<file path="src/rtl/uart_tx_sched_pkg.sv">
// Shared definitions for the UART transmit scheduler: FSM encodings, default
// timing parameters and requester-index helpers.
package uart_tx_sched_pkg;

  localparam logic [1:0] S_IDLE = 2'd0;
  localparam logic [1:0] S_WAIT = 2'd1;
  localparam logic [1:0] S_GAP  = 2'd2;

  // Defaults are also used by the receive-side controllers.
  localparam int DEF_TIMEOUT_CYC = 20000;
  localparam int DEF_GAP_CYC     = 16;

  localparam int IDX_W   = 3;
  localparam int MAX_REQ = 8;

  typedef logic [IDX_W-1:0] idx_t;

  function automatic idx_t wrap_inc(input idx_t idx, input int n);
    wrap_inc = (int'(idx) == n - 1) ? '0 : idx + 1'b1;
  endfunction

endpackage

</file>
<file path="src/rtl/uart_tx_sched_rr_pick.sv">
// Combinational round-robin picker: first asserted request scanning upward
// from rr_ptr, wrapping modulo N_REQ.
module rr_pick
  import uart_tx_sched_pkg::*;
#(
  parameter int N_REQ = 4
)(
  input  logic [N_REQ-1:0] req,
  input  idx_t             rr_ptr,
  output logic             valid,
  output idx_t             win_idx
);

  logic [MAX_REQ-1:0] req_pad;
  idx_t               idx;

  // Scan from the far end so the candidate nearest rr_ptr is written last.
  always_comb begin
    req_pad = MAX_REQ'(req);
    valid   = 1'b0;
    win_idx = '0;
    idx     = '0;
    for (int k = N_REQ - 1; k >= 0; k--) begin
      idx = IDX_W'((int'(rr_ptr) + k) % N_REQ);
      if (req_pad[idx]) begin
        valid   = 1'b1;
        win_idx = idx;
      end
    end
  end

endmodule

</file>
<file path="src/rtl/uart_tx_sched.sv">
// Round-robin scheduler sharing one uart_tx among N_REQ byte producers, with
// inter-frame gap and tx_done timeout recovery.
module uart_tx_sched
  import uart_tx_sched_pkg::*;
#(
  parameter int N_REQ       = 4,
  parameter int TIMEOUT_CYC = DEF_TIMEOUT_CYC,
  parameter int GAP_CYC     = DEF_GAP_CYC
)(
  input  logic               clk,
  input  logic               rst,
  input  logic [N_REQ-1:0]   req,
  input  logic [8*N_REQ-1:0] data,
  output logic [N_REQ-1:0]   ack,
  output logic [7:0]         tx_d_in,
  output logic               tx_en,
  input  logic               tx_done,
  output logic               busy,
  output logic [2:0]         cur_id,
  output logic               timeout_err
);

  localparam int TMR_W = (TIMEOUT_CYC > 1) ? $clog2(TIMEOUT_CYC) : 1;
  localparam int GAP_W = (GAP_CYC > 0) ? $clog2(GAP_CYC + 1) : 1;
  localparam logic [TMR_W-1:0] TMR_LAST = TMR_W'(TIMEOUT_CYC - 1);
  localparam logic [GAP_W-1:0] GAP_LAST = GAP_W'((GAP_CYC > 0) ? GAP_CYC - 1 : 0);

  logic [1:0]       state;
  idx_t             rr_ptr;
  logic             done_q;
  logic             done_rise;
  logic [TMR_W-1:0] timer;
  logic [GAP_W-1:0] gap_cnt;
  logic             pick_valid;
  idx_t             pick_idx;
  logic [7:0]       lane [MAX_REQ];

  assign done_rise = tx_done & ~done_q;

  always_comb begin
    for (int i = 0; i < MAX_REQ; i++) lane[i] = 8'h00;
    for (int i = 0; i < N_REQ; i++) lane[i] = data[8*i +: 8];
  end

  rr_pick #(.N_REQ(N_REQ)) u_pick (
    .req     (req),
    .rr_ptr  (rr_ptr),
    .valid   (pick_valid),
    .win_idx (pick_idx)
  );

  always_ff @(posedge clk) begin
    if (rst) begin
      state       <= S_IDLE;
      rr_ptr      <= '0;
      done_q      <= 1'b0;
      timer       <= '0;
      gap_cnt     <= '0;
      ack         <= '0;
      tx_d_in     <= 8'h00;
      tx_en       <= 1'b0;
      busy        <= 1'b0;
      cur_id      <= '0;
      timeout_err <= 1'b0;
    end else begin
      done_q      <= tx_done;
      ack         <= '0;
      tx_en       <= 1'b0;
      timeout_err <= 1'b0;
      case (state)
        S_IDLE: begin
          if (pick_valid) begin
            tx_d_in <= lane[pick_idx];
            ack     <= N_REQ'(1) << pick_idx;
            tx_en   <= 1'b1;
            cur_id  <= pick_idx;
            rr_ptr  <= wrap_inc(pick_idx, N_REQ);
            timer   <= '0;
            busy    <= 1'b1;
            state   <= S_WAIT;
          end
        end
        S_WAIT: begin
          timer <= timer + 1'b1;
          // A done edge coinciding with expiry counts as a normal completion.
          if (done_rise || timer == TMR_LAST) begin
            timeout_err <= ~done_rise;
            gap_cnt     <= '0;
            if (GAP_CYC == 0) begin
              busy  <= 1'b0;
              state <= S_IDLE;
            end else begin
              state <= S_GAP;
            end
          end
        end
        S_GAP: begin
          gap_cnt <= gap_cnt + 1'b1;
          if (gap_cnt == GAP_LAST) begin
            busy  <= 1'b0;
            state <= S_IDLE;
          end
        end
        default: begin
          busy  <= 1'b0;
          state <= S_IDLE;
        end
      endcase
    end
  end

endmodule

</file>
<file path="config.mk">
export PLATFORM = sky130hd
export DESIGN_NAME = uart_tx_sched
export DESIGN_NICKNAME = d
export VERILOG_FILES = /design/src/rtl/uart_tx_sched_pkg.sv /design/src/rtl/uart_tx_sched_rr_pick.sv /design/src/rtl/uart_tx_sched.sv
export SDC_FILE = /design/constraint.sdc
export NUM_CORES = 1
export LEC_CHECK = 0
export ABC_AREA = 1
export BUFFER_PORTS_ARGS = -buffer_cell sky130_fd_sc_hd__buf_4
export CAP_MARGIN = 20
export CORE_ASPECT_RATIO = 0.7
export CORE_MARGIN = 2
export CORE_UTILIZATION = 40
export CTS_CLUSTER_DIAMETER = 60
export DETAILED_ROUTE_END_ITERATION = 8
export GPL_ROUTABILITY_DRIVEN = 0
export PLACE_DENSITY_LB_ADDON = 0.08
export SKIP_LAST_GASP = 1
export SYNTH_ARGS = -nofsm -noshare
export SYNTH_HDL_FRONTEND = slang
export SYNTH_SLANG_ARGS = --single-unit
export TNS_END_PERCENT = 10
</file>
<file path="constraint.sdc">
create_clock -name clk -period 2.1 [get_ports clk]
set_input_delay 0.315 -clock clk [delete_from_list [all_inputs] [get_ports clk]]
set_output_delay 0.315 -clock clk [all_outputs]
set_load 0.05 [all_outputs]
</file>
Word-level counts from Yosys, hierarchy flattened --
Cells that the tools add are included.
Storage, ports and cells: output and inout bits 18, bits of input ports 39, bits in registers 43
Cells by class: magnitude comparators 5, shift operators 1, equal/unequal tests 8, reduce and logical (&&, ||, !) cells 15, $add $sub $neg 6, mux-type cells 32, bitwise operators 11
Operators by type and width (number):
- 15-bit one-hot mux with 2 select lines | 1
- 8-bit binary-select mux with 3-bit select | 1
- 8-bit two-way mux | 2
- 15-bit by 1-bit adder with 15-bit output (second input constant) | 1
- 15-bit equality test (second input constant) | 1
- 15-bit two-way mux | 1
- 3-bit by 4-bit less-than comparator with 1-bit output (second input constant) | 3
- 3-bit two-way mux | 4
- 1-bit two-way mux | 11
- 5-bit one-hot mux with 2 select lines | 1
- 1-bit binary-select mux with 3-bit select | 3
- 2-bit two-way mux | 4
- 2-bit OR reduction | 4
- 2-bit inequality test (second input constant) | 3
- 1-bit NOT | 6
- 2-bit one-hot mux with 3 select lines | 1
- 2-bit AND reduction | 3
- 3-bit AND reduction | 2
- 3-bit OR reduction | 2
- 5-bit by 1-bit adder with 5-bit output (second input constant) | 1
- 5-bit by 4-bit equality test with 1-bit output (second input constant) | 1
- 5-bit two-way mux | 1
- 2-bit by 1-bit adder with 2-bit output (second input constant) | 2
- 2-bit adder (second input constant) | 2
- other kinds (14) | 17

Longest topological paths before layout --
word-level depth 13, depth in mapped cells 14, mapped depth without buffers 12

By module --
Synthesis repeated with hierarchy kept, for this count alone.
Unflattened totals: cell total of the unflattened synthesis 334, area total of the unflattened synthesis 2422.3 um2
By module, submodules not included:
- uart_tx_sched | cells an instance 286, area an instance 2198.4 um2, times used 1
- rr_pick | cells an instance 48, area an instance 224.0 um2, times used 1

Worst setup path after synthesis --
Ideal clock, no wire load.
path kind reg2reg, start register rr_ptr[0], end register tx_d_in[1], data required time 1.986 ns, arrival 1.452 ns, slack 0.534 ns, stages on the path, launching flop included 12, clock period less this slack 1.566 ns, buffers on the path 3, cell sequence dfxtp_1 buf_6 o21ai_2 nand2_2 nand3_2 nand3_2 buf_6 buf_8 nand3_1 nand3_1 nand3_1 nand2_1
On the way: cells in the longest elaborated chain, start to end 13, elaborated cells between the ends (all ways) 30, classes of those cells 3 x add/sub; 19 x mux; 4 x bitwise; 4 x reduce/logical
Ends and longest elaborated chain:
- start: declaration | RTL line uart_tx_sched.sv:29 | idx_t rr_ptr;
- start signal: assignment | RTL line uart_tx_sched.sv:77 | rr_ptr <= wrap_inc(pick_idx, N_REQ);
- 2-bit adder | RTL line uart_tx_sched_rr_pick.sv:24 | idx = IDX_W'((int'(rr_ptr) + k) % N_REQ);
- 2-bit OR reduction (no source line)
- 1-bit AND (no source line)
- 1-bit binary-select mux with 3-bit select | RTL line uart_tx_sched_rr_pick.sv:25 | if (req_pad[idx]) begin
- 1-bit two-way mux (implied by the code) | RTL line uart_tx_sched_rr_pick.sv:25
- 3-bit two-way mux (4 in a row) | RTL line uart_tx_sched_rr_pick.sv:25
- 3-bit NOT with 4-bit output (implied by the code) | RTL line uart_tx_sched.sv:73 | tx_d_in <= lane[pick_idx];
- 8-bit binary-select mux with 3-bit select | RTL line uart_tx_sched.sv:73
- 8-bit two-way mux (implied by the code) (2 in a row) | RTL line uart_tx_sched.sv:73
- end signal: assignment | RTL line uart_tx_sched.sv:73
- end: declaration | RTL line uart_tx_sched.sv:15 | output logic [7:0] tx_d_in,
Parallel ways exist; a longest one is shown, timed or not. The select of a mux whose other input is x is not followed. A chain may end at the register's enable or synchronous reset.

Worst setup path in the final report --
start register rr_ptr[0], end register tx_d_in[0]
The elaborated chain is that of the path after synthesis.

==> flow_metrics.env <==
export IMPL_synth_simple_area_share_pct=35.6
export IMPL_cts_resized=0
export IMPL_hp_class="in2reg"
export IMPL_drcViolationCount=0
export IMPL_yosysTopAreaCell="dfxtp_1"
export IMPL_num_antenna_cells=0
export IMPL_drive_above_1_share_pct=30.8
export IMPL_first_iter_violations=113
export IMPL_ir_worst_vdd_v=0.000589
export IMPL_status="complete, no violations"
export IMPL_power_internal_w=0.00232
export IMPL_synth_distinct_cells=42
export IMPL_syn_inst=330
export IMPL_viasPerCell=4.97
export IMPL_fillCellCount=554
export IMPL_core_area_mm2=0.00581
export IMPL_hold_buffers=0
export IMPL_die_h_um=69.6
export IMPL_ff_latch_area_um2=842
export IMPL_first_pass_iters=4
export IMPL_grt_usage_pct=18.1
export IMPL_synth_compound_area_share_pct=16.6
export IMPL_final_setup_viol_count=0
export IMPL_synth_xor_area_share_pct=0.357
export IMPL_period_share_pct=88.3
export IMPL_via_count=2304
export IMPL_dieArea_mm2=0.00679
export IMPL_synth_area_per_cell_um2=7.44
export IMPL_timing_final_hold_violations=0
export IMPL_max_clock_freq_ghz=0.539
export IMPL_overflow=0
export IMPL_p_clk_share_pct=18.5
export IMPL_fin_setup_tns_ns=0
export IMPL_core_rowCount=23
export IMPL_initial_core_util_pct=42.3
export IMPL_power_density_mw_per_mm2=1390
export IMPL_drv_slew=0
export IMPL_holdWs_ns=0.240
export IMPL_area_growth_pct=26.0
export IMPL_p_seq_share_pct=24.8
export IMPL_grt_pass1_wl_um=10100
export IMPL_clockRootBuffer="clkbuf_8"
export IMPL_wl_per_cell_um=12.8
export IMPL_clock_latency_ns=0.30
export IMPL_cts_buffers=5
export IMPL_post_cts_buffers=0
export IMPL_synth_most_common_cell="nand2_1"
export IMPL_clockBufferDepth=2
export IMPL_seq_area_frac_synth_pct=34.2
export IMPL_crit_path_start_kind="flop"
export IMPL_grt_pass1_vias=2223
export IMPL_nets=430
export IMPL_syn_num_nets=372
export IMPL_dieWidth_um=97.7
export IMPL_power_leakage_nw=1.35
export IMPL_criticalPathCategory="reg2reg"
export IMPL_yosys_warnings=0
export IMPL_htree_levels=2
export IMPL_end_kind="flop"
export IMPL_cts_sinks=42
export IMPL_dp_hpwl_um=4500
export IMPL_crit_required_ns=2.33
export IMPL_clk_pin_slew_ns=0.08
export IMPL_multiInputGateArea_mm2=0.00133
export IMPL_netSwitchingFraction_pct=45.9
export IMPL_synthTopCellsByCount="nand2_1, nand3_1, dfxtp_1, inv_1, o21ai_0"
export IMPL_antenna_found_initial=0
export IMPL_synth_edf_count=0
export IMPL_async_flop_share_pct=0
export IMPL_wl_um=5950
export IMPL_period_needed_ns=1.85
export IMPL_cts_tree="yes"
export IMPL_synth_top_area_share_pct=34.2
export IMPL_ys_seq_elements=42
export IMPL_grt_setup_unrepaired="yes"
export IMPL_synthTopCellsByArea="dfxtp_1, nand3_1, nand2_1"
export IMPL_worstPathMaxFanout=18
export IMPL_skew_ns=0.00863
export IMPL_p_comb_share_pct=56.7
export IMPL_synth_fa_ha_area_share_pct=1.53
export IMPL_synthFlopType="dfxtp_1"
export IMPL_place_area_mm2=0.00295
export IMPL_fin_area_mm2=0.00309
export IMPL_io_pins=57
export IMPL_grt_max_degree=19
export IMPL_arrival_ns=2.09
export IMPL_maxCapViolCount=0
export IMPL_synth_top_family_by_area="simple AND/OR/NAND/NOR gates"
export IMPL_io_buffer_count=55
export IMPL_ant_nets=0
export IMPL_netlist_area_mm2=0.00246
export IMPL_synth_mux_area_share_pct=0
export IMPL_power_switching_w=0.00197
-- critical path: stages (launching register included) --
cell,delay [ns]
dfxtp_2,0.46
inv_1,0.13
nand2_1,0.11
nand3_1,0.11
nand2_1,0.11
nand3_2,0.09
nand2_2,0.09
nand2_4,0.14
nand2_4,0.21
nand2_1,0.08
nand3_1,0.08
nand2_1,0.08
a21oi_2,0.11
-- placed cells by master (no fill, tap or decap), drive strengths merged, types with 2 or more instances in the layout --
cell type  Yosys  layout
or2            2       2
nor2          20      20
nand4          6       6
dfxtp         42      42
clkbuf         2       6
a31oi          2       2
buf           14      67
nor3           2       2
nand2         70      70
o21ai         23      23
bufinv         0       2
inv           34      34
nand3         69      69
ha             3       3
a21oi         28      28
-- final timing paths --
| path | from | end | slack (ns) | cells after the start |
|---|---|---|---|---|
| min reg2reg | timer[3] | timer[3] | 0.48 | 2 |
| max | rr_ptr[0] | tx_d_in[0] | 0.25 | 12 |
| min | tx_done | done_q | 0.24 | 3 |
| max reg2reg | rr_ptr[0] | tx_d_in[0] | 0.25 | 12 |
-- kinds of logic after synthesis --
| kind of cell | after synthesis |
|---|---|
| and+or+nand+nor | 170 |
| AOI/OAI and AO/OA | 62 |
| buffers and inverters | 51 |
| DFF | 42 |
| adders and majority gates | 3 |
| xor gates and xnor gates | 1 |
| other | 1 |
-- metal layers --
layer	vias to the layer above	share of wire, %	track usage, %
met1	1042	55	26.9
met4	0	0.54	4.63
met2	40	40	26.3
li1	1218	-	-
met5	-	0	0
met3	4	3.9	4.13
-- power by group through the flow --
stage          registers (W)  clock network (W)  logic, W
6_report             0.00106           0.000793   0.00243
4_1_cts              0.00106           0.000812   0.00244
2_1_floorplan        0.00144                  0   0.00148
3_3_place_gp         0.00108                  0   0.00244
5_1_grt              0.00108           0.000842   0.00264
3_5_place_dp         0.00108                  0   0.00244
-- flip-flops by register name, indices dropped and copies added (netlist names) --
signal,count
state,2
tx_en,1
gap_cnt,5
busy,1
ack,4
tx_d_in,8
done_q,1
rr_ptr,2
timer,15
timeout_err,1
cur_id,2
-- metrics by stage --
stage	total power [W]	setup WS [ns]	util, %	cells
6_report	0.00429	0.245	53.2	464
5_1_grt	0.00457	-0.101	53.2	464
4_1_cts	0.00431	0.0771	53.2	464
3_5_place_dp	0.00351	0.110	50.8	456
3_3_place_gp	0.00352	0.157	50.8	456
2_1_floorplan	0.00293	0.534	-	330
-- area by class of cell --
cell class,count,share of cell area [%]
clock buffers,6,2.67
well taps,75,3.03
multi-input cells,237,43.0
repair buffers,67,17.9
clock inverters,2,1.94
flip-flops and latches,42,27.2
inverters,35,4.25
(Power assumes the default switching activity.)
